<file path="config.mk">
export PLATFORM = sky130hd
export DESIGN_NAME = check_scan_engine
export DESIGN_NICKNAME = d
export VERILOG_FILES = /design/src/rtl/check_scan_engine.sv
export SDC_FILE = /design/constraint.sdc
export NUM_CORES = 1
export LEC_CHECK = 0
export ABC_AREA = 1
export ABC_CLOCK_PERIOD_IN_PS = 3360
export BUFFER_PORTS_ARGS = -buffer_cell sky130_fd_sc_hd__buf_2
export CAP_MARGIN = 20
export CORE_UTILIZATION = 35
export DETAILED_ROUTE_END_ITERATION = 8
export GPL_ROUTABILITY_DRIVEN = 0
export MAX_ROUTING_LAYER = met4
export RECOVER_POWER = 50
export SYNTH_ARGS = -nofsm -noshare
export SYNTH_HDL_FRONTEND = slang
export SYNTH_SLANG_ARGS = --single-unit
</file>
<file path="constraint.sdc">
create_clock -name clk -period 3.36 [get_ports clk]
set_clock_uncertainty 0.05 [all_clocks]
set_input_delay 0 -clock clk [delete_from_list [all_inputs] [get_ports clk]]
set_output_delay 0 -clock clk [all_outputs]
set_load 0.02 [all_outputs]
</file>
<file path="src/rtl/check_scan_engine.sv">
// Checksum scan engine: on a check request it reads DEPTH words, sums them and reports pass/fail.
// Define CHECK_TIMEOUT_EN to abort a scan whose read response takes longer than TIMEOUT cycles.
module check_scan_engine #(
    parameter int DATA_W    = 32,
    parameter int ADDR_W    = 8,
    parameter int DEPTH     = 16,
    parameter int BASE_ADDR = 0,
    parameter int TIMEOUT   = 255
) (
    input  logic              clk,
    input  logic              rst_n,
    input  logic              check_i,
    input  logic [DATA_W-1:0] expected_i,
    output logic              rd_req_o,
    output logic [ADDR_W-1:0] rd_addr_o,
    input  logic              rd_valid_i,
    input  logic [DATA_W-1:0] rd_data_i,
    output logic              busy_o,
    output logic              done_o,
    output logic              pass_o,
    output logic              fail_o,
    output logic [DATA_W-1:0] sum_o,
    output logic              timeout_o
);

    localparam int IDX_W = (DEPTH > 1) ? $clog2(DEPTH) : 1;
    localparam logic [IDX_W-1:0]  LAST_IDX = IDX_W'(DEPTH - 1);
    localparam logic [ADDR_W-1:0] BASE     = ADDR_W'(BASE_ADDR);

    typedef enum logic [2:0] {
        S_IDLE,
        S_REQ,
        S_WAIT,
        S_CMP,
        S_DONE
    } state_t;

    // Bad sizing would silently truncate the word index, so refuse to elaborate instead.
    if (DEPTH < 1 || DEPTH > (1 << ADDR_W) || TIMEOUT < 0) begin : g_badParam
        $error("check_scan_engine: DEPTH must be 1..2**ADDR_W and TIMEOUT non-negative");
    end

    state_t             r_state;
    logic [IDX_W-1:0]   r_index;
    logic [DATA_W-1:0]  r_sum;
    logic [ADDR_W-1:0]  r_rdAddr;
    logic               r_rdReq;
    logic               r_done;
    logic               r_pass;
    logic               r_fail;
    logic [IDX_W-1:0]   w_nextIndex;

    assign w_nextIndex = r_index + 1'b1;

`ifdef CHECK_TIMEOUT_EN
    localparam int TO_W = (TIMEOUT > 0) ? $clog2(TIMEOUT + 1) : 1;
    localparam logic [TO_W-1:0] TO_MAX = TO_W'(TIMEOUT);

    logic [TO_W-1:0] r_waitCnt;
    logic            r_timeout;

    assign timeout_o = r_timeout;
`else
    assign timeout_o = 1'b0;
`endif

    // Single FSM: the read strobe and done pulse default low so each lasts exactly one cycle.
    always_ff @(posedge clk) begin
        if (!rst_n) begin
            r_state  <= S_IDLE;
            r_index  <= '0;
            r_sum    <= '0;
            r_rdAddr <= '0;
            r_rdReq  <= 1'b0;
            r_done   <= 1'b0;
            r_pass   <= 1'b0;
            r_fail   <= 1'b0;
`ifdef CHECK_TIMEOUT_EN
            r_waitCnt <= '0;
            r_timeout <= 1'b0;
`endif
        end else begin
            r_rdReq <= 1'b0;
            r_done  <= 1'b0;
            case (r_state)
                S_IDLE: begin
                    if (check_i) begin
                        r_sum    <= '0;
                        r_index  <= '0;
                        r_pass   <= 1'b0;
                        r_fail   <= 1'b0;
`ifdef CHECK_TIMEOUT_EN
                        r_timeout <= 1'b0;
`endif
                        r_rdReq  <= 1'b1;
                        r_rdAddr <= BASE;
                        r_state  <= S_REQ;
                    end
                end
                S_REQ: begin
`ifdef CHECK_TIMEOUT_EN
                    r_waitCnt <= '0;
`endif
                    r_state <= S_WAIT;
                end
                S_WAIT: begin
                    // A response in the same cycle the counter expires still counts.
                    if (rd_valid_i) begin
                        r_sum <= r_sum + rd_data_i;
                        if (r_index == LAST_IDX) begin
                            r_state <= S_CMP;
                        end else begin
                            r_index  <= w_nextIndex;
                            r_rdReq  <= 1'b1;
                            r_rdAddr <= BASE + ADDR_W'(w_nextIndex);
                            r_state  <= S_REQ;
                        end
                    end
`ifdef CHECK_TIMEOUT_EN
                    else if (r_waitCnt == TO_MAX) begin
                        r_timeout <= 1'b1;
                        r_fail    <= 1'b1;
                        r_pass    <= 1'b0;
                        r_done    <= 1'b1;
                        r_state   <= S_DONE;
                    end else begin
                        r_waitCnt <= r_waitCnt + 1'b1;
                    end
`endif
                end
                S_CMP: begin
                    r_pass  <= (r_sum == expected_i);
                    r_fail  <= (r_sum != expected_i);
                    r_done  <= 1'b1;
                    r_state <= S_DONE;
                end
                S_DONE: begin
                    r_state <= S_IDLE;
                end
                default: begin
                    r_state <= S_IDLE;
                end
            endcase
        end
    end

    assign rd_req_o  = r_rdReq;
    assign rd_addr_o = r_rdAddr;
    assign busy_o    = (r_state != S_IDLE);
    assign done_o    = r_done;
    assign pass_o    = r_pass;
    assign fail_o    = r_fail;
    assign sum_o     = r_sum;

endmodule

</file>
==> implementation parameters, run 1 <==
Parameter                              Value

Global route
  Global route total overflow ... 0
  Antenna violations before repair ... 0
  Via count of the first global-routing pass ... about 4500
  Aggregate global-route resource usage ... between 20% and 30%
  Largest net degree at the start of global routing ... 39
  First-pass GRT wire length ... 21000 µm

Die
  Placement Rows ... 40
  Width of the chip ... ~110 µm
  Height of the die ... about 110 µm
  Area enclosed by the die boundary ... ~13000 µm²
  Core region area ... approximately 12000 µm²
  Total I/O pin count ... between 100 and 150
  Starting Density ... ~36%

Pwr
  Sum of internal, switching and leakage power ... between 1000 and 1500 µW
  Power spent charging and discharging nets ... about 440 µW
  Sequential share of power ... approximately two fifths
  Largest vdd supply drop ... approximately 200 µV
  Static power due to leakage ... approximately 0.0028 µW
  Net switching share of the total power ... roughly 32%
  Part of the power in combinational logic ... between 20% and 30%
  Part of the total power dissipated in the clock network ... approximately 37%
  Total power divided by cell area ... around 260 nW/µm²
  Int Pwr ... approximately 900 µW

Finish
  Final nets ... just under 1000
  Final core area utilization ... between 40% and 50%
  Final std cells w/o fill ... 1048
  Share of layout cells above drive strength 1 ... a little under an eighth
  Inserted Diodes ... 0
  Layout overhead on the synthesized area ... 18.8%

STA
  Number of hold-slack violations in the final timing report ... 0
  Final-report setup violation count ... 0
  Final-layout setup total negative slack ... 0 ps
  Maximum achievable frequency ... between 400 and 500 MHz
  RSZ-0062 raised after global routing ... no
  Worst slew margin relative to its limit ... between 60% and 70%
  Worst Hold Slack ... between 30 and 40 ps
  Final critical-path required period ... between 2000 and 2500 ps
  Number of pins exceeding their max-slew limit in the final report ... 0
  Transition time at the pin with the least slew margin ... 569 ps
  Share of the clock period used by the worst path ... 65.2%

Drt
  Vias after detailed routing ... 4827
  DRC errors left ... 0
  Detailed-route vias per instance ... roughly 4.6
  Antenna violation net count after detailed routing ... 0
  Iteration count of the initial detailed-routing pass ... 5
  Routed wire length per instance ... around 12 µm
  Number of design-rule violations left by the first detailed-router iteration ... approximately 190
  Sum of routed wire length over all layers ... 12700 µm

Worst setup path
  Kind of end point of the critical path ... flop
  Most common cell type on the critical path ... nand3_1
  Data arrival time of the critical path ... approximately 2300 ps
  Worst EP required ... 3470 ps
  Setup CP Type ... reg2reg
  Max FO, Critical Path ... 4
  Cell breakdown of the critical path ... ha_1 > inv_1 > fa_1 > inv_1 > nand3_1 > nand3_1 > nand3_1 > nand3_1 > nand2_1 > nand2_1 > nand2_1 > nand3_1 > a21oi_1
  Crit path max-delay cell type ... fa_1
  Category of the worst setup path launch point ... flop
  Largest stage delay on the critical path ... ~400 ps

Synth
  Share of the synthesized area in the top cell type ... 23.7%
  Avg Synthesized Cell Area ... approximately 5.7 µm²
  Top cells by area, synth ... nand2_1 24%, dfxtp_1 20%, inv_1 12%
  Count of different cell masters after synthesis ... 36
  Commonest register cell after synthesis ... dfxtp_1
  #FFs+latches synth ... 43
  Share of flip-flops with an asynchronous set or reset ... 0%
  Sequential cell area fraction in the yosys report ... approximately a fifth
  Netlist area before placement ... 4370 µm²
  Count of flip-flops with a built-in enable after synthesis ... 0
  Leading area contributor after synthesis ... nand2_1
  Yosys Warn Count ... 0
  Gate count after technology mapping ... 770

Placed design
  Total of buffers placed on input and output ports ... about 110
  Half-perimeter wire length of the detailed placement result ... between 10000 and 15000 µm
  Number of placed cells counting well taps ... ~1000

Job
  Max cap viols ... 0

CTS
  Worst-skew pair later-pin latency ... around 290 ps
  Maximum number of buffers from clock root to sink ... 2
  Clock root cell ... clkbuf_16
  CTS Buf Count ... 5
  TritonCTS clock tree ... yes
  Clock Sink Count ... 43
  Clock transition at the registers of the reported paths ... ~70 ps
  Buffers inserted by post-CTS timing repair ... 0
  H-tree levels ... 2

Worst hold path
  Hold WC Path Type ... in2reg

Run status
  Result of the run ... finished, final reports clean
-- layer usage --
metal  share of wire, %  vias up  track usage (%)
met5                  0        -                -
met4                1.8        0             6.23
met3                5.1       19             2.76
met2                 44      118             33.9
met1                 49     2092             27.5
li1                   -     2598                -
-- layout by cell type, fill, tap and decap left out, types with 8 or more instances in the layout --
cell type	instances
or2_2	8
ha_1	32
a21oi_1	65
buf_2	68
dfxtp_1	43
nand3_1	52
nor3_1	9
inv_1	136
o21ai_0	13
clkbuf_1	40
xnor2_1	15
nand2_1	276
xor2_1	11
nor2_1	57
-- kinds of logic (layout without fill, tap and decap cells) --
| logic type | count (synthesis) | after routing | synth area share (%) |
|---|---|---|---|
| compound gates | 91 | 91 | 11.3 |
| xor+xnor | 26 | 26 | 5.21 |
| fa+ha+maj | 33 | 33 | 9.62 |
| buf+inv | 151 | 257 | 13.8 |
| flops | 43 | 43 | 19.7 |
| other cells | 1 | 5 | 0.0858 |
| simple gates | 425 | 425 | 40.3 |
-- worst max-delay path: cells and delay by family, from the launching register on --
kind	cells	cell delay (ps)
simple gates	8	730
flops	1	390
compound gates	1	70
fa+ha+maj	2	630
buf+inv	2	180
-- through the flow --
stage,setup slack (ps),cell area [µm²]
6_report,1170,5190
3_5_place_dp,1150,5090
5_1_grt,942,5190
2_1_floorplan,1310,4380
4_1_cts,1130,5250
3_3_place_gp,1220,5090
-- flip-flops by register name, summed over array words and instances, names as in the netlist --
register   count
fail_o         1
rd_addr_o      4
rd_req_o       1
pass_o         1
r_state        3
sum_o         32
done_o         1
-- synthesized netlist by cell type (all sizes together), types with 2 or more instances --
master    n
o21bai    3
nor3      9
nand3b    4
nand4     4
or2       8
clkbuf    4
nand3    53
a21o      2
inv     136
a21oi    66
buf      11
nor2     61
a211oi    2
xor2     11
nand2   283
xnor2    15
and2      2
dfxtp    43
o21ai    14
ha       32
-- final cells by class --
class	instances	area, µm²
Fill cell	1432	6920
Multi-Input combinational cell	580	2920
Sequential cell	43	861
Timing Repair Buffer	113	543
Inverter	136	510
Tap cell	168	210
Clock buffer	5	125
Clock inverter	3	23.8
-- path summary, 6_finish.rpt --
check | start | endpoint | slack, ps | depth (start not counted)
worst max-delay path | sum_o[0]$_SDFFE_PN0P_ | sum_o[28]$_SDFFE_PN0P_ | 1170 | 13
worst max register to register | sum_o[0]$_SDFFE_PN0P_ | sum_o[28]$_SDFFE_PN0P_ | 1170 | 13
worst min-delay path | rd_valid_i | r_state[1]$_SDFFE_PN0P_ | 40 | 4
worst min register to register | fail_o$_SDFFE_PN0P_ | fail_o$_SDFFE_PN0P_ | 440 | 2
-- timing repair --
item | 4_1_cts | 5_1_grt
gates resized for setup | 0 | 0
hold buffers | 1 | 0
hold endpoints to repair | 5 | 0
-- power by group through the flow --
| stage | Clock (µW) | Combinational [µW] | Sequential (µW) |
|---|---|---|---|
| 6_report | 505 | 319 | 532 |
| 5_1_grt | 543 | 361 | 533 |
| 4_1_cts | 521 | 324 | 532 |
| 3_5_place_dp | 0 | 321 | 544 |
| 3_3_place_gp | 0 | 321 | 544 |
| 2_1_floorplan | 0 | 202 | 553 |
No activity file was read; power rests on OpenSTA's default activity.
==> run 2, diff against run 1 <==
ABC_CLOCK_PERIOD_IN_PS = 1900   (was 3360)
clock period = 1.9 ns   (was 3.36 ns; I/O delays follow)
==> run 2 against run 1 <==
Routed wire length increased by 7.0%; fmax increased by 19%; final cell count increased by 4.1%; die area unchanged; non-clock buffer count increased by 43; via count increased by 3.4%; power increased by 87%; critical path type unchanged.
==> implementation parameters, run 2 (same netlist as run 1, synthesis figures left out) <==
Parameter                              Value

Worst setup path
  Kind of end point of the critical path ... flop
  Worst EP required ... 2030 ps
  Data arrival time of the critical path ... slightly below 2000 ps
  Capture point of the worst reg-to-reg path ... sum_o[20]$_SDFFE_PN0P_
  Setup CP Type ... reg2reg
  Max FO, Critical Path ... 4
  Reg-to-Reg Start ... sum_o[0]$_SDFFE_PN0P_
  Number of cells on the worst reg-to-reg path ... 13
  Category of the worst setup path launch point ... flop
  Slack of the worst reg-to-reg path ... around 60 ps

Die
  Total I/O pin count ... around 110
  Placement Rows ... 40
  Core region area ... between 10000 and 15000 µm²
  Width of the chip ... between 100 and 150 µm
  Area enclosed by the die boundary ... between 10000 and 15000 µm²
  Height of the die ... approximately 110 µm
  Starting Density ... a little over a third

Global route
  Global route total overflow ... 0
  Antenna violations before repair ... 0
  Largest net degree at the start of global routing ... 26
  First-pass GRT wire length ... between 20000 and 25000 µm
  Aggregate global-route resource usage ... approximately 22%
  Via count of the first global-routing pass ... between 4000 and 5000

Finish
  Filler cell count in the final layout ... 1359
  Max FFs per register ... 32
  Layout overhead on the synthesized area ... 36.7%
  Share of layout cells above drive strength 1 ... about a quarter
  Leading cell types in the layout, fill and taps excluded ... 255 x nand2_1, 134 x inv_1, 71 x buf_2, 52 x a21oi_1, 46 x buf_4
  Final nets ... around 1000
  Final design instance area without fill ... ~6000 µm²
  Most common cell after layout, fill and taps aside ... nand2_1
  Final core area utilization ... between 40% and 50%
  Inserted Diodes ... 0

Drt
  DRC errors left ... 0
  Highest metal layer with signal wires ... met4
  Routed wire length per instance ... roughly 12 µm
  Antenna violation net count after detailed routing ... 0
  Post-route met1 wirelength ... around 6500 µm
  Iteration count of the initial detailed-routing pass ... 4
  Sum of routed wire length over all layers ... about 14000 µm
  Number of design-rule violations left by the first detailed-router iteration ... approximately 220
  Detailed route wirelength on metal2 ... around 6400 µm
  Met3 routed WL ... 587 µm
  Detailed-route vias per instance ... around 4.6
  Vias after detailed routing ... approximately 5000

Placed design
  Pre-CTS setup slack ... -89.5 ps
  Half-perimeter wire length of the detailed placement result ... 10800 µm
  Placed Instance Area ... between 5000 and 6000 µm²
  Total of buffers placed on input and output ports ... roughly 110

Run status
  Result of the run ... finished, final reports clean

Worst hold path
  Sink of the worst hold path ... r_state[1]$_SDFFE_PN0P_
  Hold Path Cell Cnt ... 4
  Hold WC Path Type ... in2reg
  Origin of the worst min-delay path ... rd_valid_i

CTS
  Clock root cell ... clkbuf_16
  H-tree levels ... 2
  TritonCTS clock tree ... yes
  Worst-skew pair later-pin latency ... around 300 ps
  Clock Sink Count ... 43
  Clock transition at the registers of the reported paths ... 70 ps
  CTS Buf Count ... 5
  Maximum number of buffers from clock root to sink ... 2

STA
  Final critical-path required period ... about 1800 ps
  Number of pins exceeding their max-slew limit in the final report ... 0
  RSZ-0062 raised after global routing ... yes
  Final-report setup violation count ... 0
  Maximum achievable frequency ... between 500 and 600 MHz
  Worst Hold Slack ... approximately 13 ps
  Final worst setup slack ... 60.1 ps
  Number of hold-slack violations in the final timing report ... 0
  Share of the clock period used by the worst path ... a little over nine tenths

Pwr
  Total power divided by cell area ... ~430 nW/µm²
  Largest vdd supply drop ... 286 µV
  Sum of internal, switching and leakage power ... 2540 µW
  Static power due to leakage ... 0.00309 µW

Job
  Max cap viols ... 0
run 2: where the power goes:
part	switching (µW)	internal, µW	total (µW)	leakage (µW)
clock network	429	493	922	0.0000700
logic	410	271	682	0.00267
registers	15.1	920	935	0.000348
total	854	1680	2540	0.00309
run 2: worst max-delay path by stage:
stage | startpoint | to | slack [ps] | depth (start not counted)
after CTS | sum_o[0]$_SDFFE_PN0P_ | sum_o[28]$_SDFFE_PN0P_ | 4 | 13
final | sum_o[0]$_SDFFE_PN0P_ | sum_o[20]$_SDFFE_PN0P_ | 60 | 13
after global placement | sum_o[0]$_SDFFE_PN0P_ | sum_o[28]$_SDFFE_PN0P_ | -20 | 13
after floorplan | sum_o[0]$_SDFFE_PN0P_ | sum_o[24]$_SDFFE_PN0P_ | 20 | 13
after global routing | sum_o[10]$_SDFFE_PN0P_ | sum_o[24]$_SDFFE_PN0P_ | -60 | 10
after detailed placement | sum_o[0]$_SDFFE_PN0P_ | sum_o[28]$_SDFFE_PN0P_ | -90 | 13
run 2: metal layers:
metal	vias up	GRT usage, %
li1	2683	-
met1	2181	27.8
met2	112	36.8
met3	14	2.28
met4	0	5.09
met5	-	-
run 2: layout make-up:
class                   count  area, µm²  area share (%)
flip-flops and latches     43        865            14.5
inverters                 136        510            8.55
clock buffers               5        125            2.10
clock inverters             3       25.0           0.419
well taps                 168        210            3.52
multi-input cells         580       3370            56.4
repair buffers            156        870            14.6
run 2: what timing repair did:
item / in CTS / in global routing
setup endpoints to repair: 6 / 23
resized for setup: 2 / 94
hold buffers: 1 / 0
buffers inserted: 0 / 2
pin swaps: 0 / 11
endpoints found under the hold margin: 4 / 0
run 2: worst max-delay path, cell delays in order, from the launching register on:
cell,delay [ps]
dfxtp_4,350
ha_4,120
inv_2,40
fa_2,400
inv_2,80
nand3_2,60
nand3_2,80
nand3_2,90
nand3_4,130
nand2_2,70
nand2_1,50
nand2_1,60
nand3_2,80
a21oi_2,50
run 2: metrics by stage:
| stage | std cells | TNS (ps) |
|---|---|---|
| final | 1091 | 0 |
| after global routing | 1091 | -215 |
| after CTS | 1089 | 0 |
| after detailed placement | 1080 | -334 |
| after global placement | 1080 | -33.6 |
| after floorplan | 774 | 0 |
==> run 3, diff against run 2 <==
ABC_CLOCK_PERIOD_IN_PS = 2300   (was 1900)
CTS_CLUSTER_DIAMETER = 120   (was unset)
clock period = 2.3 ns   (was 1.9 ns; I/O delays follow)
==> run 3 against run 2 <==
Flip-flop and latch count stayed put; routed wire length shrank 5.2%; global-route usage shrank 0.32 points; hold slack better by 7.8 ps; first-iteration DRC count increased by 1.8%; critical path type unchanged; largest cell class unchanged; highest routed layer unchanged.
==> implementation parameters, run 3 (same netlist as run 1, synthesis figures left out) <==
Parameter                              Value

Global route
  Aggregate global-route resource usage ... 21.4%
  Met3 global-route usage ... between 2 and 3%
  Met2 usage in global routing ... approximately a third
  Via count of the first global-routing pass ... 4488
  Global route total overflow ... 0
  First-pass GRT wire length ... around 21000 µm
  Largest net degree at the start of global routing ... 27
  Most Used Layer, Global Route ... met2
  Antenna violations before repair ... 0
  Met1 global-route usage ... around 28%

Finish
  Final design instance area without fill ... about 5300 µm²
  Most common cell after layout, fill and taps aside ... nand2_1
  Share of layout cells above drive strength 1 ... 12.6%
  Final nets ... around 990
  Total area of multi-input combinational cells ... 2920 µm²
  Leading cell types in the layout, fill and taps excluded ... 276 x nand2_1, 136 x inv_1, 68 x buf_2, 65 x a21oi_1, 57 x nor2_1
  Combined flip-flop and latch cell area ... 861 µm²
  Inserted Diodes ... 0
  Filler cell count in the final layout ... 1421
  Max FFs per register ... 32
  Layout overhead on the synthesized area ... 21.0%

CTS
  Buffers inserted by post-CTS timing repair ... 0
  Worst-skew pair later-pin latency ... about 300 ps
  CTS Buf Count ... 5
  Clock Sink Count ... 43
  Number of gates resized after cts ... 0
  Clock transition at the registers of the reported paths ... about 70 ps
  Clock root cell ... clkbuf_16
  H-tree levels ... 2
  Maximum number of buffers from clock root to sink ... 2
  TritonCTS clock tree ... yes

Pwr
  Total power divided by cell area ... about 380 nW/µm²
  Static power due to leakage ... 0.00285 µW
  Largest vdd supply drop ... roughly 230 µV

Die
  Total I/O pin count ... between 100 and 150
  Area enclosed by the die boundary ... ~13000 µm²
  Placement Rows ... 40
  Height of the die ... 114 µm
  Core region area ... ~12000 µm²
  Starting Density ... 36.1%
  Width of the chip ... approximately 110 µm

STA
  Maximum achievable frequency ... between 400 and 500 MHz
  Final-report setup violation count ... 0
  Worst slew margin relative to its limit ... approximately three fifths
  Number of hold-slack violations in the final timing report ... 0
  Final-layout setup total negative slack ... 0 ps
  Share of the clock period used by the worst path ... between 90% and 100%
  Number of pins exceeding their max-slew limit in the final report ... 0
  Final critical-path required period ... around 2100 ps
  RSZ-0062 raised after global routing ... no
  Transition time at the pin with the least slew margin ... slightly below 600 ps

Worst setup path
  Number of cells on the worst reg-to-reg path ... 13
  Data arrival time of the critical path ... about 2200 ps
  Kind of end point of the critical path ... flop
  Category of the worst setup path launch point ... flop
  Launch point of the worst path ... sum_o[0]$_SDFFE_PN0P_
  Slack of the worst reg-to-reg path ... between 200 and 250 ps
  Worst EP required ... 2440 ps
  Reg-to-Reg Start ... sum_o[0]$_SDFFE_PN0P_
  Max FO, Critical Path ... 4
  Capture point of the worst reg-to-reg path ... sum_o[20]$_SDFFE_PN0P_
  Setup CP Type ... reg2reg

Worst hold path
  Sink of the worst hold path ... r_state[1]$_SDFFE_PN0P_
  Hold WC Path Type ... in2reg
  Hold Path Cell Cnt ... 4
  Origin of the worst min-delay path ... rd_valid_i

Drt
  Iteration count of the initial detailed-routing pass ... 4
  Antenna violation net count after detailed routing ... 0
  Number of design-rule violations left by the first detailed-router iteration ... roughly 230
  Routed wire length per instance ... around 12 µm
  Detailed-route vias per instance ... ~4.5
  DRC errors left ... 0
  Vias after detailed routing ... around 4800
  Sum of routed wire length over all layers ... 12900 µm

Run status
  Result of the run ... finished, final reports clean

Placed design
  Half-perimeter wire length of the detailed placement result ... approximately 11000 µm
  Total of buffers placed on input and output ports ... 108
  Placed Instance Area ... roughly 5200 µm²

Job
  Max cap viols ... 0
[run 3: cell count changes in the layout (fill, tap and decap cells not counted), moves of 4 or more]
cell | previous run | this run
nor2_1 | 41 | 57
nand3_2 | 8 | 1
nand2_4 | 5 | 0
ha_2 | 4 | 0
nand2_1 | 255 | 276
buf_4 | 46 | 10
ha_1 | 14 | 32
nand2_2 | 23 | 7
ha_4 | 14 | 0
a21oi_2 | 14 | 1
nand3_1 | 42 | 52
nor2_2 | 18 | 4
a21oi_1 | 52 | 65
[run 3: layout make-up]
type | count | share of cell area, %
timing repair buffer | 122 | 12.0
clock buffer | 5 | 2.37
multi-input combinational | 580 | 55.2
inverter | 136 | 9.66
clock inverter | 3 | 0.450
tap | 168 | 3.98
sequential | 43 | 16.3
[run 3: report_power, final]
part | internal, µW | switching [µW]
registers | 761 | 14.5
clock network | 407 | 343
logic | 182 | 300
[run 3: worst max path at each step]
stage	end	cells past startpoint
final	sum_o[20]$_SDFFE_PN0P_	13
after global routing	sum_o[20]$_SDFFE_PN0P_	12
after CTS	sum_o[20]$_SDFFE_PN0P_	12
after detailed placement	sum_o[28]$_SDFFE_PN0P_	12
after global placement	sum_o[22]$_SDFFE_PN0P_	13
after floorplan	sum_o[28]$_SDFFE_PN0P_	13
[run 3: per-stage QoR]
step           total power, µW  hold slack [ps]  worst slack, ps  std cells  utilization [%]
6_report                  2010             20.4              226       1057             43.6
4_1_cts                   2040             21.9              193       1057             44.1
5_1_grt                   2120             50.7             1.33       1057             43.6
3_3_place_gp              1280              223              292       1048             42.8
2_1_floorplan             1100             62.5              253        774                -
3_5_place_dp              1280              223              219       1048             42.8
[run 3: layer usage]
layer  up-vias  share of wire (%)
li1       2616                  -
met1      2035                 50
met2       114                 44
met3        15                4.7
met4         0                1.2
met5         -                  0
[run 3: critical path: stages, from the launching register on]
cell and delay [ps]:
dfxtp_1 330, ha_1 210, inv_1 70, fa_1 390, inv_1 110, nand3_1 70
nand3_1 130, nand3_1 90, nand3_1 180, nand2_1 100, nand2_1 80, nand2_1 50
nand3_1 70, a21oi_1 60
[run 3: repair_timing]
action,4_1_cts,5_1_grt
hold endpoints to repair,3,0
hold buffers,1,0
setup endpoints to repair,0,0
